===== config.mk =====
export PLATFORM = sky130hd
export DESIGN_NAME = wb_regfile
export DESIGN_NICKNAME = d
export VERILOG_FILES = /design/src/rtl/wb_regfile_pkg.sv /design/src/rtl/wb_regfile_mux.sv /design/src/rtl/wb_regfile.sv
export SDC_FILE = /design/constraint.sdc
export NUM_CORES = 2
export LEC_CHECK = 0
export CORE_MARGIN = 3
export CORE_UTILIZATION = 25
export CTS_BUF_LIST = sky130_fd_sc_hd__clkbuf_16
export CTS_CLUSTER_DIAMETER = 150
export DETAILED_ROUTE_END_ITERATION = 8
export SKIP_LAST_GASP = 1
export SLEW_MARGIN = 20
export SYNTH_ARGS = -nofsm -noshare
export SYNTH_HDL_FRONTEND = slang
export SYNTH_SLANG_ARGS = --single-unit

===== constraint.sdc =====
create_clock -name clk -period 30.1 [get_ports clk]
set_input_delay 3.01 -clock clk [delete_from_list [all_inputs] [get_ports clk]]
set_output_delay 3.01 -clock clk [all_outputs]
set_load 0.05 [all_outputs]

===== src/rtl/wb_regfile_pkg.sv =====
`default_nettype none
// ============================================================================
// Module   : wb_regfile_pkg
// Brief    : Shared pipeline constants and writeback-select helpers.
// Revision : 1.0 - initial release
// ============================================================================
package wb_regfile_pkg;

    localparam int DATA_W   = 32;
    localparam int ADDR_W   = 5;

    localparam int REG_ZERO = 0;
    localparam int REG_RA   = 31;

    // Bit positions inside the MEM/WB in_ctl field
    localparam int WB_CTL_MEMTOREG = 2;
    localparam int WB_CTL_REGWRITE = 1;
    localparam int WB_CTL_JAL      = 0;
    localparam int WB_CTL_W        = 3;

    typedef enum logic [1:0] {
        WB_SRC_ALU = 2'd0,
        WB_SRC_MEM = 2'd1,
        WB_SRC_PC  = 2'd2
    } wb_src_e;

    // Link write beats a load: a jal never carries valid load data
    function automatic wb_src_e wb_src_sel(input logic mem_to_reg, input logic jal);
        wb_src_e src;
        src = WB_SRC_ALU;
        if (jal) begin
            src = WB_SRC_PC;
        end else if (mem_to_reg) begin
            src = WB_SRC_MEM;
        end
        return src;
    endfunction

endpackage
`default_nettype wire


===== src/rtl/wb_regfile_mux.sv =====
`default_nettype none
// ============================================================================
// Module   : wb_mux
// Brief    : Combinational 3:1 writeback value select (PC / load / ALU).
// Revision : 1.0 - initial release
// ============================================================================
module wb_mux
    import wb_regfile_pkg::*;
#(
    parameter int DATA_W = wb_regfile_pkg::DATA_W
) (
    input  logic              mem_to_reg,
    input  logic              jal,
    input  logic [DATA_W-1:0] dmem_rdata,
    input  logic [DATA_W-1:0] alu_out,
    input  logic [DATA_W-1:0] pc,
    output logic [DATA_W-1:0] wb_data
);

    wb_src_e w_src;

    assign w_src = wb_src_sel(mem_to_reg, jal);

    always_comb begin
        wb_data = alu_out;
        case (w_src)
            WB_SRC_PC:  wb_data = pc;
            WB_SRC_MEM: wb_data = dmem_rdata;
            default:    wb_data = alu_out;
        endcase
    end

endmodule
`default_nettype wire


===== src/rtl/wb_regfile.sv =====
`default_nettype none
// ============================================================================
// Module   : wb_regfile
// Brief    : Writeback select plus 32x32 register file with write-through bypass.
// Revision : 1.0 - initial release
// ============================================================================
module wb_regfile
    import wb_regfile_pkg::*;
#(
    parameter int DATA_W = wb_regfile_pkg::DATA_W,
    parameter int ADDR_W = wb_regfile_pkg::ADDR_W,
    parameter int NREGS  = 2**ADDR_W
) (
    input  logic              clk,
    input  logic              rst,
    input  logic              RegWrite,
    input  logic              MemtoReg,
    input  logic              Jal,
    input  logic [ADDR_W-1:0] wn,
    input  logic [DATA_W-1:0] dmem_rdata,
    input  logic [DATA_W-1:0] alu_out,
    input  logic [DATA_W-1:0] pc,
    input  logic [ADDR_W-1:0] rn1,
    input  logic [ADDR_W-1:0] rn2,
    output logic [DATA_W-1:0] rd1,
    output logic [DATA_W-1:0] rd2,
    output logic [DATA_W-1:0] wb_data,
    output logic              wb_valid
);

    localparam logic [ADDR_W-1:0] c_reg_zero = ADDR_W'(REG_ZERO);

    // r0 has no storage; it is hard-wired to zero at the read ports
    logic [DATA_W-1:0] r_regs [1:NREGS-1];

    wb_mux #(
        .DATA_W (DATA_W)
    ) u_wb_mux (
        .mem_to_reg (MemtoReg),
        .jal        (Jal),
        .dmem_rdata (dmem_rdata),
        .alu_out    (alu_out),
        .pc         (pc),
        .wb_data    (wb_data)
    );

    assign wb_valid = RegWrite && (wn != c_reg_zero);

    always_ff @(posedge clk or posedge rst) begin
        if (rst) begin
            for (int i = 1; i < NREGS; i++) begin
                r_regs[i] <= '0;
            end
        end else if (wb_valid) begin
            r_regs[wn] <= wb_data;
        end
    end

    // Reads return zero while in reset; bypass only applies outside reset
    always_comb begin
        rd1 = '0;
        if (!rst && (rn1 != c_reg_zero)) begin
            if (wb_valid && (wn == rn1)) begin
                rd1 = wb_data;
            end else begin
                rd1 = r_regs[rn1];
            end
        end
    end

    always_comb begin
        rd2 = '0;
        if (!rst && (rn2 != c_reg_zero)) begin
            if (wb_valid && (wn == rn2)) begin
                rd2 = wb_data;
            end else begin
                rd2 = r_regs[rn2];
            end
        end
    end

endmodule
`default_nettype wire


## Word level (Yosys, flattened, before mapping)

Cells that the tools add are included.

| cells by class | value |
|---|---|
| equality and inequality tests | 4 |
| muxes and demuxes | 16 |
| reduce and logical (&&, ||, !) cells | 10 |
| bitwise operators | 3 |
| $lt $le $gt $ge | 4 |

Operator list:

| kind | count |
|---|---|
| $bwmux 992 | 1 |
| $bmux 32 s5 | 2 |
| $mux 32 | 9 |
| $demux 32 s5 | 1 |
| $pmux 32 s2 | 1 |
| $ge 6x6->1 const B | 3 |
| $not 5->6 | 3 |
| $reduce_bool 5->1 | 3 |
| $eq 5x5->1 | 2 |
| $logic_and 1x1->1 | 6 |
| $lt 6x1->1 const B | 1 |
| $eq 2x1->1 const B | 1 |
| $eq 2x2->1 const B | 1 |
| $mux 2 | 1 |
| $logic_not 1->1 | 1 |
| $mux 1 | 1 |

| word-level totals | value |
|---|---|
| input bits | 116 |
| logic and storage cells | 68 |
| register bits after elaboration | 992 |

## Longest topological paths before layout

| logic depth | value |
|---|---|
| depth after elaboration | 6 |
| depth in mapped cells | 10 |
| mapped depth without buffers | 6 |

## Modules after synthesis

From an unflattened synthesis, not the netlist that was laid out.

| unflattened totals | value |
|---|---|
| cell total of the unflattened synthesis | 3,886 |
| area total of the unflattened synthesis | 54,589.9 um^2 |

Modules (own cells, without submodules):

| module | cells an instance | sequential area each (um^2) | area each (um^2) | times used |
|---|---|---|---|---|
| wb_regfile | 3,779 | 24,823.8 | 53,875.4 | 1 |
| wb_mux | 107 | 0.0 | 714.4 | 1 |

## Least setup slack after synthesis

OpenSTA, ideal clock, no wires.

| timing | value |
|---|---|
| path kind | in2out |
| start | input port rst |
| end | output port rd2[31] |
| arrival | 29.427 ns |
| stages on the path | 3 |
| data required time | 27.090 ns |
| setup slack | -2.337 ns |
| cell sequence | inv_1 nand3_1 o221ai_1 |

| on the way | value |
|---|---|
| word-level cells in the longest chain between the ends | 3 |

Ends and longest elaborated chain:

| what | line | RTL |
|---|---|---|
| start: declaration | wb_regfile.sv:15 | `input logic rst,` |
| $logic_not 1->1 | wb_regfile.sv:73 | `if (!rst && (rn2 != c_reg_zero)) begin` |
| $logic_and 1x1->1 | wb_regfile.sv:73 |  |
| $mux 32 | wb_regfile.sv:73 |  |
| end: declaration | wb_regfile.sv:26 | `output logic [DATA_W-1:0] rd2,` |

Every way passes these cells.

## Final worst setup path

| timing | value |
|---|---|
| start | input port rn1[0] |
| end | output port rd1[5] |

| on the way | value |
|---|---|
| word-level cells in the longest chain between the ends | 6 |
| elaborated cells on any way between the ends | 10 |
| classes of those cells | 1 x eq/ne; 5 x mux; 1 x bitwise; 3 x reduce/logical |

Ends and longest elaborated chain:

| what | line | RTL |
|---|---|---|
| start: declaration | wb_regfile.sv:23 | `input logic [ADDR_W-1:0] rn1,` |
| $not 5->6 (not written as such) | wb_regfile.sv:66 | `rd1 = r_regs[rn1];` |
| $bmux 32 s5 | wb_regfile.sv:66 |  |
| $mux 32 (not written as such) (2 in series) | wb_regfile.sv:66 |  |
| $mux 32 | wb_regfile.sv:63 | `if (wb_valid && (wn == rn1)) begin` |
| $mux 32 * | wb_regfile.sv:62 | `if (!rst && (rn1 != c_reg_zero)) begin` |
| end: declaration | wb_regfile.sv:25 | `output logic [DATA_W-1:0] rd1,` |

Every way passes the cells marked *; elsewhere a longest branch is shown, timed or not. The select of a mux whose other input is x is not followed.

==> out/qor.log <==
INFO  run_status     run_status=complete, no violations
INFO  drt            drtIter0Drc=4,550
INFO  placed_design  placedCellCount=7,663
INFO  floorplan      io-pin-count=213
INFO  logic_synthesis post_synth_inst_count=5,069
INFO  timing         finClkSkew=0ns
INFO  floorplan      die_y=465um
INFO  clock_network  post_cts_buffers=0
INFO  floorplan      fp.dieArea=216,000um^2
INFO  clock_network  tritoncts=done
INFO  timing         drv_slew=0
INFO  drt            route.detailed.wl_per_inst=25.6um
INFO  logic_synthesis synth-seq-area-share=47.1%
INFO  critical_path  worstSetupEndpointType=output port
INFO  final_layout   final_cell_count_no_fill=7,843
INFO  clock_network  cts.reportedPaths.clkPinSlew=0.06ns
INFO  timing         timing.final.crit_period=11.48ns
INFO  final_layout   final_util=29.0%
INFO  placed_design  place_congestion=0.864
INFO  min_path       hold_path_class=register to register
INFO  logic_synthesis synth.net_count=5,185
INFO  floorplan      floorplan.core_area=208,000um^2
INFO  critical_path  cp_data_required_time=27.09ns
INFO  placed_design  detailed_place_hpwl=116mm
INFO  logic_synthesis ys.flop_type=sky130_fd_sc_hd__dfrtp_1
INFO  clock_network  cts.sink_count=992
INFO  placed_design  port_buffers=212
INFO  floorplan      initial_utilization=25.3%
INFO  pwr            vdd_ir_drop_max=39.9uV
INFO  drt            vias=42.2k
INFO  logic_synthesis synth_cell_type_count=61
INFO  floorplan      floorplan.die.width=465um
INFO  grt            first_pass_grt_wire_length=294mm
INFO  clock_network  cts-root-buf=sky130_fd_sc_hd__clkbuf_16
INFO  timing         timing_worst_slew_pin_value=1.26ns
INFO  timing         max_slew_margin=15.0%
INFO  timing         rsz0062_at_grt=false
INFO  logic_synthesis ys_warn_count=0
INFO  logic_synthesis syn-mean-instance-area=10.4um^2
INFO  final_layout   top_reg_by_flops=r_regs
INFO  clock_network  postCtsHoldBufs=0
INFO  logic_synthesis netlist.area_leader.share=47.1%
INFO  drt            drt-total-wl=201mm
INFO  critical_path  kind_of_start_point_of_the_critical_path=input pin
INFO  drt            ant_nets=0
INFO  drt            detail_route.first_pass.iterations=6
INFO  logic_synthesis async_reset_ff_share=100%
INFO  grt            overflow=0
INFO  clock_network  post_cts_resize_count=0
INFO  logic_synthesis netlist.top_cell.by_area=sky130_fd_sc_hd__dfrtp_1
INFO  logic_synthesis synth_enable_flop_cells=0
INFO  drt            detail_route.drc_violations=0
INFO  final_layout   final_layout_size_suffix_gt1_share=17.1%
INFO  final_layout   largest_registers=r_regs (992)
INFO  clock_network  ctsLongestPathBuffers=3
INFO  final_layout   syn_to_final_growth=14.7%
INFO  clock_network  clkLatencyLatePin=0.72ns
INFO  pwr            power_density_normalized_to_cell_area=63.3nW/um^2
INFO  final_layout   largest_register_ff_count=992
INFO  critical_path  critical_path_peak_fanout=72
INFO  drt            routed.top_layer=met4
INFO  final_layout   layout.nets=5,093
INFO  critical_path  timing_worst_setup_path_type=input pin to output port
INFO  placed_design  placed_cell_area=57,300um^2
INFO  grt            grt_max_degree=194
INFO  logic_synthesis ys_top_cells_by_area=sky130_fd_sc_hd__dfrtp_1, sky130_fd_sc_hd__mux4_2, sky130_fd_sc_hd__o21ai_0
INFO  timing         timing.final.hold_violations=0
INFO  logic_synthesis post_synth_instance_area=52,700um^2
INFO  drt            met3WireLength=16.1mm
INFO  grt            first_global_vias=41.5k
INFO  pwr            p_leak=25.4nW
INFO  drt            routedLengthMet1=79.9mm
INFO  timing         post-route-period-util=38.1%
INFO  final_layout   finalInstanceArea=60,500um^2
INFO  clock_network  htreeDepth=3
INFO  clock_network  cts_made_buffers=98
INFO  critical_path  worstPathArrival=8.47ns
INFO  run            max_cap_viol_count=0
INFO  timing         finalSetupTns=0ns
INFO  floorplan      core.rowCount=167
INFO  grt            grt_antenna_before_repair=4
INFO  drt            via_per_inst=5.38
INFO  grt            gr-usage-all-layers=18.1%
INFO  drt            met2RoutedLength=94.0mm
INFO  timing         setup_viol=0
INFO  logic_synthesis synth.ff_latch_count=992
INFO  timing         max_freq=87.1MHz
## area by class of cell
cell class	instances	area, um^2
fillers	21500	148000
multi-input cells	3518	25800
flip-flops and latches	992	24800
well taps	2788	3490
repair buffers	327	3100
clock buffers	101	2530
clock inverters	75	543
inverters	40	154
diodes	2	5.00
## Yosys cell counts (all sizes together) (2+ instances only)
| library cell | instances |
|---|---|
| o22ai | 44 |
| nor2 | 41 |
| dfrtp | 992 |
| nor4 | 3 |
| xnor2 | 6 |
| buf | 154 |
| nand2b | 8 |
| nand2 | 1117 |
| and2 | 3 |
| mux4 | 318 |
| clkbuf | 365 |
| mux2 | 187 |
| o311ai | 7 |
| xor2 | 4 |
| o221a | 21 |
| nor3b | 34 |
| o32a | 2 |
| nor2b | 18 |
| nand3 | 6 |
| a21o | 4 |
| o31ai | 7 |
| mux2i | 214 |
| a221oi | 48 |
| a211oi | 2 |
| and3 | 3 |
| a32oi | 3 |
| a311oi | 2 |
| o21a | 12 |
| nor3 | 14 |
| o22a | 3 |
| a22oi | 66 |
| or3b | 3 |
| inv | 40 |
| a21oi | 106 |
| o221ai | 141 |
| a31oi | 4 |
| a21boi | 11 |
| o21ai | 1035 |
| a2bb2oi | 11 |
## worst paths after layout
kind,startpoint,endpoint,slack (ns),cells past startpoint
worst min-delay path,r_regs[179],r_regs[179],0.49,2
worst max register to register,r_regs[929],r_regs[929],29.30,2
max in group asynchronous,rst,r_regs[188],23.08,8
worst max-delay path,rn1[0],rd1[5],18.62,10
min in group asynchronous,rst,r_regs[909],3.08,4
worst min register to register,r_regs[179],r_regs[179],0.49,2
## logic make-up after synthesis
logic type / share of synthesized area, %
compound gates: 17.0
simple gates: 9.64
flops: 47.1
mux: 21.6
buf+inv: 4.47
xor+xnor: 0.166
## power breakdown
group | switching, W | leakage [nW] | total, W | internal (W)
Clock | 0.000550 | 1.58 | 0.00122 | 0.000673
Sequential | 0.000186 | 13.0 | 0.00177 | 0.00158
Combinational | 0.000460 | 10.8 | 0.000840 | 0.000380
Total | 0.00120 | 25.4 | 0.00383 | 0.00263
## worst max-delay path, cell delays in order
cell                              delay, ns
sky130_fd_sc_hd__buf_8                 0.59
sky130_fd_sc_hd__buf_4                 0.53
sky130_fd_sc_hd__buf_4                 0.72
sky130_fd_sc_hd__buf_4                 0.85
sky130_fd_sc_hd__mux2_2                0.41
sky130_fd_sc_hd__a221oi_1              0.37
sky130_fd_sc_hd__a2bb2oi_1             0.12
sky130_fd_sc_hd__o21ai_0               0.53
sky130_fd_sc_hd__o221ai_1              0.39
sky130_fd_sc_hd__clkdlybuf4s50_1       0.80
## per-stage QoR
stage               worst slack (ns)  hold WS (ns)  power (W)
global placement               18.65         0.473    0.00258
global route                   18.48         0.519    0.00401
finish                         18.62         0.495    0.00383
detailed placement             18.62         0.483    0.00262
CTS                            18.62         0.497    0.00383
floorplan                       6.80         0.459    0.00235
## cells in the final DEF, fill, tap and decap left out, drive strengths merged, types with 48 or more instances in the layout
cell type / instances
nand2: 1117
o21ai: 1035
dfrtp: 992
mux4: 318
mux2i: 214
clkdlybuf4s50: 202
mux2: 187
o221ai: 141
buf: 125
a21oi: 106
clkbuf: 101
a22oi: 66
inv: 60
a221oi: 48
## metal layers
metal	vias to the layer above	global-route usage, %
met5	-	0
met4	0	8.89
met3	467	3.35
met2	2040	29.3
met1	21400	23.3
li1	18300	-
No activity file was read; power rests on OpenSTA's default activity.
